$ cat config.mk
export PLATFORM = sky130hd
export DESIGN_NAME = mlp_stream_tx_ctrl_flat
export DESIGN_NICKNAME = d
export VERILOG_FILES = /design/src/rtl/mlp_stream_tx_ctrl_if.sv /design/src/rtl/mlp_stream_tx_ctrl.sv /design/src/flat_wrapper.sv
export SDC_FILE = /design/constraint.sdc
export NUM_CORES = 1
export LEC_CHECK = 0
export ABC_AREA = 1
export BUFFER_PORTS_ARGS = -buffer_cell sky130_fd_sc_hd__clkbuf_2
export CAP_MARGIN = 20
export CORE_MARGIN = 3
export CORE_UTILIZATION = 63
export CTS_CLUSTER_DIAMETER = 80
export CTS_CLUSTER_SIZE = 28
export DETAILED_ROUTE_END_ITERATION = 6
export HOLD_SLACK_MARGIN = 0.08
export PLACE_DENSITY = 0.86
export SKIP_LAST_GASP = 1
export SLEW_MARGIN = 25
export SYNTH_ARGS = -nofsm -noshare
export SYNTH_HDL_FRONTEND = slang
export SYNTH_SLANG_ARGS = --single-unit
$ cat constraint.sdc
create_clock -name M_AXIS_ACLK -period 3.9 [get_ports M_AXIS_ACLK]
set_input_delay 0.195 -clock M_AXIS_ACLK [delete_from_list [all_inputs] [get_ports M_AXIS_ACLK]]
set_output_delay 0.195 -clock M_AXIS_ACLK [all_outputs]
set_load 0.02 [all_outputs]
$ cat src/rtl/mlp_stream_tx_ctrl_if.sv
// mlp_stream_tx_ctrl_if: result-RAM read port and stream-master write handshake
interface mlp_stream_tx_ctrl_if #(
  parameter int DATA_WIDTH = 32,
  parameter int ADDR_WIDTH = 10
);
  logic                  po_rd_en;
  logic [ADDR_WIDTH-1:0] po_rd_addr;
  logic [DATA_WIDTH-1:0] pi_rd_data;
  logic [DATA_WIDTH-1:0] po_mlp_data;
  logic                  po_write_to_fifo;
  logic                  pi_wr_fifo_done;
  logic [9:0]            po_current_layer_nodes;
  modport master (
    output po_rd_en, po_rd_addr, po_mlp_data, po_write_to_fifo, po_current_layer_nodes,
    input  pi_rd_data, pi_wr_fifo_done
  );
  modport slave (
    input  po_rd_en, po_rd_addr, po_mlp_data, po_write_to_fifo, po_current_layer_nodes,
    output pi_rd_data, pi_wr_fifo_done
  );
endinterface

$ cat src/rtl/mlp_stream_tx_ctrl.sv
// mlp_stream_tx_ctrl: streams per-layer MLP results from the result RAM to the stream master
module mlp_stream_tx_ctrl #(
  parameter int DATA_WIDTH = 32,
  parameter int ADDR_WIDTH = 10,
  parameter int LAYER_W    = 3
) (
  input  logic               M_AXIS_ACLK,
  input  logic               M_AXIS_ARESETN,
  input  logic               pi_cfg_we,
  input  logic [LAYER_W-1:0] pi_cfg_layer,
  input  logic [9:0]         pi_cfg_nodes,
  input  logic [LAYER_W:0]   pi_num_layers,
  input  logic               pi_start,
  input  logic               pi_layer_valid,
  mlp_stream_tx_ctrl_if.master bus,
  output logic [LAYER_W-1:0] po_layer_idx,
  output logic               po_busy,
  output logic               po_layer_done,
  output logic               po_done,
  output logic               po_overrun
);
  localparam int MAX_LAYERS = 2**LAYER_W;
  typedef enum logic [2:0] {IDLE, WAIT_LAYER, READ, LATCH, WRITE, WAIT_DONE, NEXT} state_t;
  state_t                state_q;
  logic [9:0]            tbl_q [MAX_LAYERS];
  logic [9:0]            nodes_q, cnt_q;
  logic [ADDR_WIDTH-1:0] base_q, addr_q;
  logic [LAYER_W-1:0]    idx_q;
  logic [DATA_WIDTH-1:0] data_q;
  logic                  flag_q, flag_d, valid_b, consume, last;
  logic                  rd_en_q, wr_q, busy_q, ldone_q, done_q, ovr_q;
  always_comb begin
    valid_b = busy_q && pi_layer_valid;
    consume = state_q == WAIT_LAYER && nodes_q != '0 && (flag_q || pi_layer_valid);
    // a valid arriving while a pending one is consumed stays pending for the next layer
    flag_d  = consume ? flag_q && valid_b : flag_q || valid_b;
    last    = (LAYER_W+1)'(idx_q) + (LAYER_W+1)'(1) == pi_num_layers;
  end
  always_ff @(posedge M_AXIS_ACLK or negedge M_AXIS_ARESETN) begin
    if (!M_AXIS_ARESETN) begin
      state_q <= IDLE;
      for (int i = 0; i < MAX_LAYERS; i++) tbl_q[i] <= '0;
      nodes_q <= '0;
      cnt_q   <= '0;
      base_q  <= '0;
      addr_q  <= '0;
      idx_q   <= '0;
      data_q  <= '0;
      flag_q  <= 1'b0;
      rd_en_q <= 1'b0;
      wr_q    <= 1'b0;
      busy_q  <= 1'b0;
      ldone_q <= 1'b0;
      done_q  <= 1'b0;
      ovr_q   <= 1'b0;
    end else begin
      rd_en_q <= 1'b0;
      wr_q    <= 1'b0;
      ldone_q <= 1'b0;
      done_q  <= 1'b0;
      ovr_q   <= valid_b && flag_q && !consume;
      flag_q  <= flag_d;
      if (pi_cfg_we && state_q == IDLE) tbl_q[pi_cfg_layer] <= pi_cfg_nodes;
      case (state_q)
        IDLE: if (pi_start) begin
          if (pi_num_layers == '0) done_q <= 1'b1;
          else begin
            idx_q   <= '0;
            base_q  <= '0;
            busy_q  <= 1'b1;
            nodes_q <= tbl_q[0];
            state_q <= WAIT_LAYER;
          end
        end
        WAIT_LAYER: if (nodes_q == '0) begin
          ldone_q <= 1'b1;
          state_q <= NEXT;
        end else if (consume) begin
          cnt_q   <= '0;
          rd_en_q <= 1'b1;
          addr_q  <= base_q;
          state_q <= READ;
        end
        READ: state_q <= LATCH;
        LATCH: begin
          data_q  <= bus.pi_rd_data;
          wr_q    <= 1'b1;
          state_q <= WRITE;
        end
        WRITE: state_q <= WAIT_DONE;
        WAIT_DONE: if (bus.pi_wr_fifo_done) begin
          if (cnt_q == nodes_q - 10'd1) begin
            ldone_q <= 1'b1;
            state_q <= NEXT;
          end else begin
            cnt_q   <= cnt_q + 10'd1;
            rd_en_q <= 1'b1;
            addr_q  <= base_q + ADDR_WIDTH'(cnt_q + 10'd1);
            state_q <= READ;
          end
        end
        NEXT: begin
          base_q <= base_q + ADDR_WIDTH'(nodes_q);
          if (last) begin
            busy_q  <= 1'b0;
            done_q  <= 1'b1;
            state_q <= IDLE;
          end else begin
            idx_q   <= idx_q + LAYER_W'(1);
            nodes_q <= tbl_q[idx_q + LAYER_W'(1)];
            state_q <= WAIT_LAYER;
          end
        end
        default: state_q <= IDLE;
      endcase
    end
  end
  assign bus.po_rd_en               = rd_en_q;
  assign bus.po_rd_addr             = addr_q;
  assign bus.po_mlp_data            = data_q;
  assign bus.po_write_to_fifo       = wr_q;
  assign bus.po_current_layer_nodes = nodes_q;
  assign po_layer_idx               = idx_q;
  assign po_busy                    = busy_q;
  assign po_layer_done              = ldone_q;
  assign po_done                    = done_q;
  assign po_overrun                 = ovr_q;
endmodule
$ cat src/flat_wrapper.sv
// flat-port wrapper written by rule: the top's interface ports become plain ports
module mlp_stream_tx_ctrl_flat 
#(
  parameter int DATA_WIDTH = 32,
  parameter int ADDR_WIDTH = 10,
  parameter int LAYER_W    = 3
)
  (M_AXIS_ACLK, M_AXIS_ARESETN, pi_cfg_we, pi_cfg_layer, pi_cfg_nodes, pi_num_layers, pi_start, pi_layer_valid, po_layer_idx, po_busy, po_layer_done, po_done, po_overrun, bus_po_rd_en, bus_po_rd_addr, bus_po_mlp_data, bus_po_write_to_fifo, bus_po_current_layer_nodes, bus_pi_rd_data, bus_pi_wr_fifo_done);
  mlp_stream_tx_ctrl_if #(.DATA_WIDTH(DATA_WIDTH), .ADDR_WIDTH(ADDR_WIDTH)) bus_i ();
  input  logic M_AXIS_ACLK;
  input  logic M_AXIS_ARESETN;
  input  logic pi_cfg_we;
  input  logic [LAYER_W-1:0] pi_cfg_layer;
  input  logic [9:0] pi_cfg_nodes;
  input  logic [LAYER_W:0] pi_num_layers;
  input  logic pi_start;
  input  logic pi_layer_valid;
  output logic [LAYER_W-1:0] po_layer_idx;
  output logic po_busy;
  output logic po_layer_done;
  output logic po_done;
  output logic po_overrun;
  output wire logic [$bits(bus_i.po_rd_en)-1:0] bus_po_rd_en;
  output wire logic [$bits(bus_i.po_rd_addr)-1:0] bus_po_rd_addr;
  output wire logic [$bits(bus_i.po_mlp_data)-1:0] bus_po_mlp_data;
  output wire logic [$bits(bus_i.po_write_to_fifo)-1:0] bus_po_write_to_fifo;
  output wire logic [$bits(bus_i.po_current_layer_nodes)-1:0] bus_po_current_layer_nodes;
  input wire logic [$bits(bus_i.pi_rd_data)-1:0] bus_pi_rd_data;
  input wire logic [$bits(bus_i.pi_wr_fifo_done)-1:0] bus_pi_wr_fifo_done;
  assign bus_po_rd_en = bus_i.po_rd_en;
  assign bus_po_rd_addr = bus_i.po_rd_addr;
  assign bus_po_mlp_data = bus_i.po_mlp_data;
  assign bus_po_write_to_fifo = bus_i.po_write_to_fifo;
  assign bus_po_current_layer_nodes = bus_i.po_current_layer_nodes;
  assign bus_i.pi_rd_data = bus_pi_rd_data;
  assign bus_i.pi_wr_fifo_done = bus_pi_wr_fifo_done;
  mlp_stream_tx_ctrl #(.DATA_WIDTH(DATA_WIDTH), .ADDR_WIDTH(ADDR_WIDTH), .LAYER_W(LAYER_W)) u_core (.M_AXIS_ACLK(M_AXIS_ACLK), .M_AXIS_ARESETN(M_AXIS_ARESETN), .pi_cfg_we(pi_cfg_we), .pi_cfg_layer(pi_cfg_layer), .pi_cfg_nodes(pi_cfg_nodes), .pi_num_layers(pi_num_layers), .pi_start(pi_start), .pi_layer_valid(pi_layer_valid), .bus(bus_i), .po_layer_idx(po_layer_idx), .po_busy(po_busy), .po_layer_done(po_layer_done), .po_done(po_done), .po_overrun(po_overrun));
endmodule
==> qor.txt, run 1 <==
Resize count post-CTS: 0
CP max-delay cell: a21oi_2
Flop pwr share: 0.361
Clk Tree Root Cell: clkbuf_16
GPL Wtd Cong: 0.960
Leak: 5.41 nW
Drt wl/cell: 18.0 µm
Vias in the first global route: 8322
Clock sink total: 165
Worst setup SP type: register
Drc violations: 0
Die Area: 15300 µm²
CP Capture Type: register
FMAX: 337 MHz
Starting Density: 0.650
Crit path max fanout: 22
Port Buf Inserts: 115
Cells after Synth: 1127
Most frequent cells in the layout: nand2_1, dfrtp_1, o21ai_0, inv_1, clkbuf_2
VDD IR-drop max: 560 µV
Max_slew headroom: 0.312
IO Pins: 116
Pint: 4.70 mW
Dpl cells: 1380
Nets: 1345
Clock power share: 0.220
Final Max Tran Viols: 0
Synthesized area per cell: 7.73 µm²
Initial antenna violation count: 0
Final setup fails: 0
Synth cell types: 45
CTS tree: built
Post-CTS Setup Inserts: 0
CP Depth: 9
Largest net degree at the start of global routing: 103
Worst Skew: 0.0137 ns
Area growth syn-to-layout: 20.2%
PwrDens: 801 nW/µm²
Maxcap violations: 0
Post-synth top area share: 0.474
Remaining global-route overflow: 0
Most common cell after layout, fill and taps aside: nand2_1
Seq/Total Area, Yosys: 0.474
DRT iter0 DRCs: 1080
Total track usage: 0.352
Die width: 124 µm
Switching Fraction: 0.440
Setup_tns: 0 ns
RSZ-0062 raised after global routing: no
First-pass GRT wire length: 41600 µm
Tmin final: 2.97 ns
Worst-Margin Slew: 1.03 ns
Net Sw Power: 3.69 mW
Critical-path cell list: inv_1, ha_1, nand2_2, nor2_4, a31oi_2, nand2_1, a21oi_2, nand4_1, nand2_1
Yosys warns: 0
Layout cells sized above 1: 0.145
Post-synth EDFFs: 0
Dpl ws: 1.05 ns
Final Non-Filler Cells: 1457
Buf/Inv on CP: 1
Synthesized area: 8720 µm²
Crit path arrival time: 3.33 ns
CP Class: register to register
Hold Path Class: input port to register
Row cnt: 42
Pre-antenna DRT Iters: 6
Crit path max-delay family: compound AO/OA/AOI/OAI gates
Skew-Pair Late Insertion Delay: 0.43 ns
ANT nets after route: 0
CTS clk-pin slew, worst paths: 0.07 ns
Status: finished clean
Crit share post-route: 0.761
Synth area leaders: dfrtp_1, nand2_1, o21ai_0, a21oi_1, inv_1
Via Count: 8552
Combinational share of power: 0.419
Worst hold margin: 0.102 ns
CP max stage delay: 0.87 ns
Worst r2r path cells: 9
CTS buffer count: 17
DP Area: 9390 µm²
Primary FF master, synth: dfrtp_1
Routed vias/inst: 5.87
Synth area leader: dfrtp_1
Fin worst setup slack: 0.932 ns
Maximum clock path buffer count: 2
Die Height: 124 µm
Most frequent CP cell: nand2_1
Async SR Flop Fraction: 1.00
Core area: 13400 µm²
Syn_nets: 1205
Post-DP HPWL: 15900 µm
H-tree levels: 4
Post-route cell area: 10500 µm²
CP Data Required Time: 4.26 ns
DRT Wirelength: 26200 µm
Hold path depth: 3
Hold Violations, Final: 0
#FFs+latches synth: 165
stage by stage:
stage,util,power (mW)
5_1_grt,0.782,8.93
4_1_cts,0.782,8.19
2_1_floorplan,-,5.27
3_5_place_dp,0.701,6.29
3_3_place_gp,0.701,6.14
6_report,0.782,8.39
cell usage after synthesis, types with 7 or more instances:
cell type,instances
xnor2_1,7
xor2_1,13
nor2_1,72
dfrtp_1,165
o21ai_0,127
clkbuf_1,28
a211oi_1,8
buf_2,15
nand2_1,305
nand3_1,67
ha_1,21
a21oi_1,102
nand4_1,16
inv_1,118
layer usage:
layer | GRT usage | vias up | wire length (µm)
met5 | 0 | - | 0
met4 | 0.175 | 0 | 1180
met3 | 0.0781 | 120 | 2070
met2 | 0.580 | 492 | 13200
met1 | 0.438 | 3994 | 9770
li1 | - | 3946 | -
path summary, 6_finish.rpt:
path,from,to,slack [ns]
worst max-delay path,u_core.bus.po_current_layer_nodes[1]$_DFFE_PN0P_,u_core.cnt_q[4]$_DFFE_PN0P_,0.93
worst min-delay path,pi_cfg_nodes[8],u_core.tbl_q[38]$_DFFE_PN0P_,0.10
worst max register to register,u_core.bus.po_current_layer_nodes[1]$_DFFE_PN0P_,u_core.cnt_q[4]$_DFFE_PN0P_,0.93
worst min register to register,u_core.bus.po_mlp_data[22]$_DFFE_PN0P_,u_core.bus.po_mlp_data[22]$_DFFE_PN0P_,0.48
max in group asynchronous,M_AXIS_ARESETN,u_core.tbl_q[13]$_DFFE_PN0P_,2.46
min in group asynchronous,M_AXIS_ARESETN,u_core.bus.po_current_layer_nodes[1]$_DFFE_PN0P_,0.44
timing repair:
action	in CTS	in global routing
hold buffers	44	0
setup endpoints to repair	0	0
endpoints found under the hold margin	163	0
flip-flops by register name, summed over array words and instances, names as in the netlist:
| name | flops |
|---|---|
| u_core.base_q | 10 |
| u_core.bus.po_current_layer_nodes | 10 |
| u_core.bus.po_mlp_data | 32 |
| u_core.bus.po_rd_addr | 10 |
| u_core.bus.po_rd_en | 1 |
| u_core.bus.po_write_to_fifo | 1 |
| u_core.cnt_q | 10 |
| u_core.flag_q | 1 |
| u_core.po_busy | 1 |
| u_core.po_done | 1 |
| u_core.po_layer_done | 1 |
| u_core.po_layer_idx | 3 |
| u_core.po_overrun | 1 |
| u_core.state_q | 3 |
| u_core.tbl_q | 80 |
layout make-up:
class | instances | area [µm²]
sequential | 165 | 4130
multi-input combinational | 786 | 3890
fill | 891 | 2920
timing repair buffer | 173 | 1130
inverter | 124 | 465
clock buffer | 18 | 429
tap | 176 | 220
clock inverter | 14 | 213
antenna | 1 | 2.50
power groups by stage:
stage                     clock network (mW)  logic [mW]  registers [mW]
after floorplan                            0        2.08            3.19
after global placement                     0        3.19            2.95
after detailed placement                   0        3.31            2.98
after CTS                               1.83        3.39            2.97
after global routing                    1.93        3.91            3.09
final                                   1.85        3.52            3.03
cells by family (layout without fill, tap and decap cells):
kind of cell / after synthesis / in the layout / share of synthesized area
simple gates: 485 / 485 / 0.234
compound gates: 258 / 258 / 0.156
buf+inv: 176 / 329 / 0.0814
flops: 165 / 165 / 0.474
fa+ha+maj: 23 / 23 / 0.0347
xor+xnor: 20 / 20 / 0.0201
other cells: 0 / 1 / 0
worst reg2reg max path, stage by stage, from the launching register on:
cell,delay [ns]
dfrtp_1,0.46
inv_1,0.07
ha_1,0.24
nand2_2,0.14
nor2_4,0.07
a31oi_2,0.22
nand2_1,0.50
a21oi_2,0.87
nand4_1,0.22
nand2_1,0.11
Power figures use the tool's default switching activity.
==> run 2: changes to the inputs <==
--- a/config.mk
+++ b/config.mk
@@ -5,16 +5,16 @@
 export SDC_FILE = /design/constraint.sdc
 export NUM_CORES = 1
 export LEC_CHECK = 0
-export ABC_AREA = 1
+export ABC_AREA = 0
 export BUFFER_PORTS_ARGS = -buffer_cell sky130_fd_sc_hd__clkbuf_2
 export CAP_MARGIN = 20
 export CORE_MARGIN = 3
-export CORE_UTILIZATION = 63
+export CORE_UTILIZATION = 58
 export CTS_CLUSTER_DIAMETER = 80
 export CTS_CLUSTER_SIZE = 28
 export DETAILED_ROUTE_END_ITERATION = 6
 export HOLD_SLACK_MARGIN = 0.08
-export PLACE_DENSITY = 0.86
+export PLACE_DENSITY = 0.8
 export SKIP_LAST_GASP = 1
 export SLEW_MARGIN = 25
 export SYNTH_ARGS = -nofsm -noshare
==> constraint.sdc (replaced) <==
create_clock -name M_AXIS_ACLK -period 3.1 [get_ports M_AXIS_ACLK]
set_input_delay 0.155 -clock M_AXIS_ACLK [delete_from_list [all_inputs] [get_ports M_AXIS_ACLK]]
set_output_delay 0.155 -clock M_AXIS_ACLK [all_outputs]
set_load 0.02 [all_outputs]
==> qor.txt, run 2 <==
Routed vias/inst: 5.90 (+0.46%)
DRT iter0 DRCs: 394 (-64%)
Synth cell types: 56 (+24%)
Worst-Margin Slew: 1.01 ns (-0.0199 ns)
Worst reg2reg path endpoint: u_core.bus.po_rd_addr[9]$_DFFE_PN0P_
Final Max Tran Viols: 0 (unchanged)
Total track usage: 0.265 (-0.0863)
Final setup fails: 0 (unchanged)
Hold worst-path end: u_core.tbl_q[7]$_DFFE_PN0P_
Most common cell after layout, fill and taps aside: dfrtp_1
Port Buf Inserts: 115 (unchanged)
CP Capture Type: register
Hold path depth: 2 (-1)
Crit path arrival time: 3.32 ns (about the same)
Total power: 10.4 mW (+24%)
ANT nets after route: 0 (unchanged)
Initial antenna violation count: 0 (unchanged)
DRT Wirelength: 21000 µm (-20%)
Max_slew headroom: 0.328 (+0.0168)
Row cnt: 43 (+2.4%)
Area growth syn-to-layout: 21.2%
FMAX: 332 MHz (-1.4%)
Status: finished clean
Syn_nets: 842 (-30%)
Skew-Pair Late Insertion Delay: 0.43 ns (about the same)
Die Area: 16100 µm² (+5.1%)
Post-DP HPWL: 13600 µm (-15%)
Die width: 127 µm (+2.5%)
H-tree levels: 4 (unchanged)
Crit share post-route: 0.971 (+0.210)
CTS clk-pin slew, worst paths: 0.06 ns (about the same)
Pre-antenna DRT Iters: 6 (unchanged)
#FFs+latches synth: 165 (unchanged)
Async SR Flop Fraction: 1.00 (unchanged)
Hold Crit Start: pi_cfg_nodes[7]
Drt wl/cell: 18.9 µm (+4.8%)
Worst hold margin: 0.0828 ns (-0.0187 ns)
Synthesized area: 8450 µm² (-3.0%)
Max reg flops: 80 (unchanged)
Yosys warns: 0 (unchanged)
Seq/Total Area, Yosys: 0.488 (+0.0147)
Die Height: 127 µm (+2.5%)
GPL Wtd Cong: 0.835 (-13%)
Most frequent cells after synthesis: dfrtp_1, nand2_1, mux2_2
PwrDens: 1020 nW/µm² (+27%)
Maxcap violations: 0 (unchanged)
First-pass GRT wire length: 34000 µm (-18%)
Reg-to-reg startpoint: u_core.cnt_q[1]$_DFFE_PN0P_
Core area: 14000 µm² (+4.8%)
Flop2flop setup slack: 0.09 ns (-0.84 ns)
Worst setup SP type: register
Via Count: 6563 (-23%)
Synthesized area per cell: 11.1 µm² (+43%)
Cells after Synth: 764 (-32%)
Post-synth top area share: 0.488 (+0.0147)
Starting Density: 0.602 (-0.0484)
CP Data Required Time: 3.41 ns (-0.85 ns)
Crit path max fanout: 6 (-73%)
Most frequent cells in the layout: dfrtp_1, nand2_1, clkbuf_2, mux2_2, dlygate4sd3_1
Largest register by flop count: u_core.tbl_q
Drc violations: 0 (unchanged)
CTS tree: built
Post-synth EDFFs: 0 (unchanged)
Clk Tree Root Cell: clkbuf_16
Hold Path Class: input port to register
Remaining global-route overflow: 0 (unchanged)
Tmin final: 3.01 ns (+0.0426 ns)
CTS buffer count: 17 (unchanged)
Primary FF master, synth: dfrtp_1
Final-layout fill cell count: 928 (+4.2%)
Layout cells sized above 1: 0.302 (+0.157)
Dominant cell by count in the synthesized netlist: dfrtp_1
Nets: 998 (-26%)
Leak: 4.99 nW (-7.8%)
Worst r2r path cells: 12 (+3)
Worst Skew: 0.00740 ns (-0.00630 ns)
CP Class: register to register
Clock sink total: 165 (unchanged)
Synth area leader: dfrtp_1
Vias in the first global route: 6824 (-18%)
VDD IR-drop max: 554 µV (-1.1%)
Synth area leaders: dfrtp_1, mux2_2, nand2_1, mux4_2, ha_1
Hold Violations, Final: 0 (unchanged)
Maximum clock path buffer count: 2 (unchanged)
IO Pins: 116 (unchanged)
RSZ-0062 raised after global routing: yes
Largest net degree at the start of global routing: 72 (-30%)
## run 2: worst max-delay path, stage by stage, from the launching register on
cell and delay, ns:
dfrtp_1 0.44, ha_1 0.23, nand3_1 0.16, nor2_1 0.23, xor2_1 0.17, ha_1 0.31, a21oi_2 0.21, o211ai_1 0.14
a31o_2 0.26, a21oi_1 0.18, mux2i_1 0.23, xnor2_1 0.08, mux2_4 0.25
## run 2: how the worst max path moves through the flow
stage	end	cells after the start	start
after floorplan	u_core.bus.po_rd_addr[9]$_DFFE_PN0P_	12	u_core.cnt_q[2]$_DFFE_PN0P_
after global placement	u_core.bus.po_rd_addr[9]$_DFFE_PN0P_	12	u_core.cnt_q[1]$_DFFE_PN0P_
after detailed placement	u_core.bus.po_rd_addr[9]$_DFFE_PN0P_	12	u_core.cnt_q[1]$_DFFE_PN0P_
after CTS	u_core.bus.po_rd_addr[9]$_DFFE_PN0P_	12	u_core.cnt_q[1]$_DFFE_PN0P_
after global routing	u_core.bus.po_rd_addr[9]$_DFFE_PN0P_	12	u_core.cnt_q[1]$_DFFE_PN0P_
final	u_core.bus.po_rd_addr[9]$_DFFE_PN0P_	12	u_core.cnt_q[1]$_DFFE_PN0P_
## run 2: logic make-up after synthesis
| group | share of synthesized area |
|---|---|
| simple gates | 0.139 |
| flops | 0.488 |
| mux | 0.193 |
| compound gates | 0.0770 |
| buf+inv | 0.0271 |
| xor+xnor | 0.0394 |
| fa+ha+maj | 0.0370 |
## run 2: repair_timing
item / 4_1_cts / 5_1_grt
gates resized for setup: 0 / 2
setup buffers: 0 / 0
hold buffers: 41 / 0
endpoints found under the hold margin: 110 / 0
endpoints found under the setup margin: 0 / 3
## run 2: stage by stage
stage | area, µm² | setup slack, ns | utilization | setup TNS, ns | std cells
floorplan | 8450 | 0.329 | - | 0 | 764
global placement | 9260 | 0.176 | 0.659 | 0 | 1040
detailed placement | 9260 | 0.0883 | 0.659 | 0 | 1040
CTS | 10200 | 0.0423 | 0.729 | 0 | 1111
global route | 10200 | -0.118 | 0.729 | -0.118 | 1111
finish | 10200 | 0.0894 | 0.730 | 0 | 1113
## run 2: layout make-up
class | instances | area [µm²] | area share
diodes | 2 | 5.00 | 0.000488
clock inverters | 10 | 124 | 0.0121
flip-flops and latches | 165 | 4130 | 0.403
inverters | 16 | 60.1 | 0.00586
multi-input cells | 544 | 4100 | 0.400
clock buffers | 20 | 447 | 0.0436
well taps | 180 | 225 | 0.0220
repair buffers | 176 | 1150 | 0.113
## run 2: metal layers
metal  wire length, µm  global-route usage  vias up
met5                 0                   0        -
met4               731               0.117        0
met3              1160              0.0568       73
met2             10800               0.464      268
met1              8270               0.316     3239
li1                  -                   -     2983
## run 2: power breakdown
part           internal, mW  switching, mW
Sequential             3.08          0.766
Combinational          2.04           2.46
Clock                  1.21          0.874
Total                  6.34           4.10
==> run 3: changes to the inputs <==
==> constraint.sdc (replaced) <==
create_clock -name M_AXIS_ACLK -period 3.1 [get_ports M_AXIS_ACLK]
set_input_delay 0.31 -clock M_AXIS_ACLK [delete_from_list [all_inputs] [get_ports M_AXIS_ACLK]]
set_output_delay 0.31 -clock M_AXIS_ACLK [all_outputs]
set_load 0.02 [all_outputs]
==> qor.txt, run 3 (synthesis gave the netlist of run 2 again) <==
Die width: 127 µm (unchanged)
Flop2flop setup slack: 0.16 ns (+0.07 ns)
CTS buffer count: 17 (unchanged)
DRT iter0 DRCs: 449 (+14%)
Maxcap violations: 0 (unchanged)
Worst setup SP type: register
Post-CTS Setup Inserts: 0 (unchanged)
Drc violations: 0 (unchanged)
CP Data Required Time: 3.41 ns (about the same)
Skew-Pair Late Insertion Delay: 0.44 ns (about the same)
CP Capture Type: register
Critical-path cell list: ha_1, nand3_1, nor2_2, xor2_1, ha_1, a21oi_2, o21ai_0, a31o_2, a21oi_1, mux2i_1, xnor2_1, mux2_4
Hold Violations, Final: 0 (unchanged)
Clk Tree Root Cell: clkbuf_16
VDD IR-drop max: 627 µV (+13%)
DRT Wirelength: 19900 µm (-5.5%)
Crit path arrival time: 3.25 ns (-0.07 ns)
Port Buf Inserts: 115 (unchanged)
CP max-delay cell: dfrtp_2
Layout cells sized above 1: 0.311 (+0.00938)
Row cnt: 43 (unchanged)
Routed vias/inst: 5.77 (-2.1%)
Leak: 4.95 nW (-0.70%)
Initial antenna violation count: 0 (unchanged)
Crit share post-route: 0.949 (-0.0219)
Clock sink total: 165 (unchanged)
Via Count: 6347 (-3.3%)
Core area: 14000 µm² (unchanged)
RSZ-0062 raised after global routing: yes
Die Area: 16100 µm² (unchanged)
FMAX: 340 MHz (+2.3%)
Most frequent cells in the layout: dfrtp_1, nand2_1, clkbuf_2, mux2_2, nor2_1
Total track usage: 0.252 (-0.0137)
Post-DP HPWL: 13500 µm (-0.11%)
Remaining global-route overflow: 0 (unchanged)
Final-layout fill cell count: 904 (-2.6%)
ANT nets after route: 0 (unchanged)
H-tree levels: 4 (unchanged)
Area growth syn-to-layout: 20.0%
Most common cell after layout, fill and taps aside: dfrtp_1
Hold Path Class: input port to register
Layout Utilization: 0.723 (-0.00695)
Pre-antenna DRT Iters: 5 (-1)
Status: finished clean
Die Height: 127 µm (unchanged)
GPL Wtd Cong: 0.853 (+2.1%)
Tmin final: 2.94 ns (-0.0680 ns)
Crit path max fanout: 6 (unchanged)
PwrDens: 1030 nW/µm² (+0.87%)
Starting Density: 0.602 (unchanged)
Worst Skew: 0.0168 ns (+0.00936 ns)
Max reg flops: 80 (unchanged)
First-pass GRT wire length: 32300 µm (-5.1%)
Final Non-Filler Cells: 1100 (-1.2%)
CTS clk-pin slew, worst paths: 0.07 ns (about the same)
Largest register by flop count: u_core.tbl_q
Buf/Inv on CP: 0 (unchanged)
CP Class: register to register
Crit path max-delay family: compound AO/OA/AOI/OAI gates
Drt wl/cell: 18.0 µm (-4.4%)
Vias in the first global route: 6624 (-2.9%)
Maximum clock path buffer count: 2 (unchanged)
Dpl cells: 1040 (unchanged)
IO Pins: 116 (unchanged)
Nets: 985 (-1.3%)
Largest net degree at the start of global routing: 93 (+29%)
Most frequent CP cell: ha_1
Max_slew headroom: 0.359 (+0.0303)
Worst-Margin Slew: 0.961 ns (-0.0454 ns)
Final setup fails: 0 (unchanged)
CTS tree: built
CP max stage delay: 0.42 ns (-0.02 ns)
Final Max Tran Viols: 0 (unchanged)
## run 3: routing by layer
| layer | routed length, µm | part of all wire | vias to the layer above | track usage |
|---|---|---|---|---|
| met5 | 0 | 0 | - | 0 |
| met4 | 474 | 0.024 | 0 | 0.0858 |
| met3 | 915 | 0.046 | 41 | 0.0543 |
| met2 | 10400 | 0.52 | 191 | 0.445 |
| met1 | 8110 | 0.41 | 3149 | 0.306 |
| li1 | - | - | 2966 | - |
## run 3: timing repair
item | 4_1_cts | 5_1_grt
resized for setup | 0 | 5
hold buffers | 28 | 0
endpoints found under the hold margin | 117 | 0
setup endpoints to repair | 0 | 2
## run 3: final timing paths
check,from,to,cells after the start
max in group asynchronous,M_AXIS_ARESETN,u_core.tbl_q[18]$_DFFE_PN0P_,3
worst min register to register,u_core.bus.po_mlp_data[2]$_DFFE_PN0P_,u_core.bus.po_mlp_data[2]$_DFFE_PN0P_,2
worst min-delay path,bus_pi_rd_data[3],u_core.bus.po_mlp_data[3]$_DFFE_PN0P_,3
min in group asynchronous,M_AXIS_ARESETN,u_core.bus.po_rd_addr[1]$_DFFE_PN0P_,2
worst max register to register,u_core.cnt_q[1]$_DFFE_PN0P_,u_core.bus.po_rd_addr[9]$_DFFE_PN0P_,12
worst max-delay path,u_core.cnt_q[1]$_DFFE_PN0P_,u_core.bus.po_rd_addr[9]$_DFFE_PN0P_,12
## run 3: worst register-to-register path, cell delays in order, from the launching register on
cell     delay (ns)
dfrtp_2        0.42
ha_1           0.21
nand3_1        0.16
nor2_2         0.19
xor2_1         0.17
ha_1           0.31
a21oi_2        0.22
o21ai_0        0.15
a31o_2         0.26
a21oi_1        0.18
mux2i_1        0.23
xnor2_1        0.09
mux2_4         0.25
## run 3: power breakdown
part,internal (mW),switching [mW],leakage (nW)
Sequential,3.09,0.742,2.13
Clock,1.25,0.892,0.295
Combinational,2.04,2.43,2.53
## run 3: area by class of cell
cell class | instances | area (µm²) | share of cell area
sequential | 165 | 4130 | 0.407
clock inverter | 11 | 140 | 0.0138
tap | 180 | 225 | 0.0222
multi-input combinational | 544 | 4110 | 0.405
inverter | 16 | 60.1 | 0.00592
timing repair buffer | 163 | 1020 | 0.101
clock buffer | 20 | 457 | 0.0450
antenna | 1 | 2.50 | 0.000247
## run 3: metrics by stage
step	hold slack [ns]	setup TNS [ns]	setup WS [ns]	area, µm²	power [mW]
CTS	0.0867	0	0.0320	10100	10.4
floorplan	0.0144	0	0.329	8450	6.99
global placement	0.433	0	0.175	9260	7.96
detailed placement	0.451	0	0.0694	9260	8.24
finish	0.0938	0	0.157	10100	10.4
global route	0.0890	-0.0424	-0.0424	10100	11.1
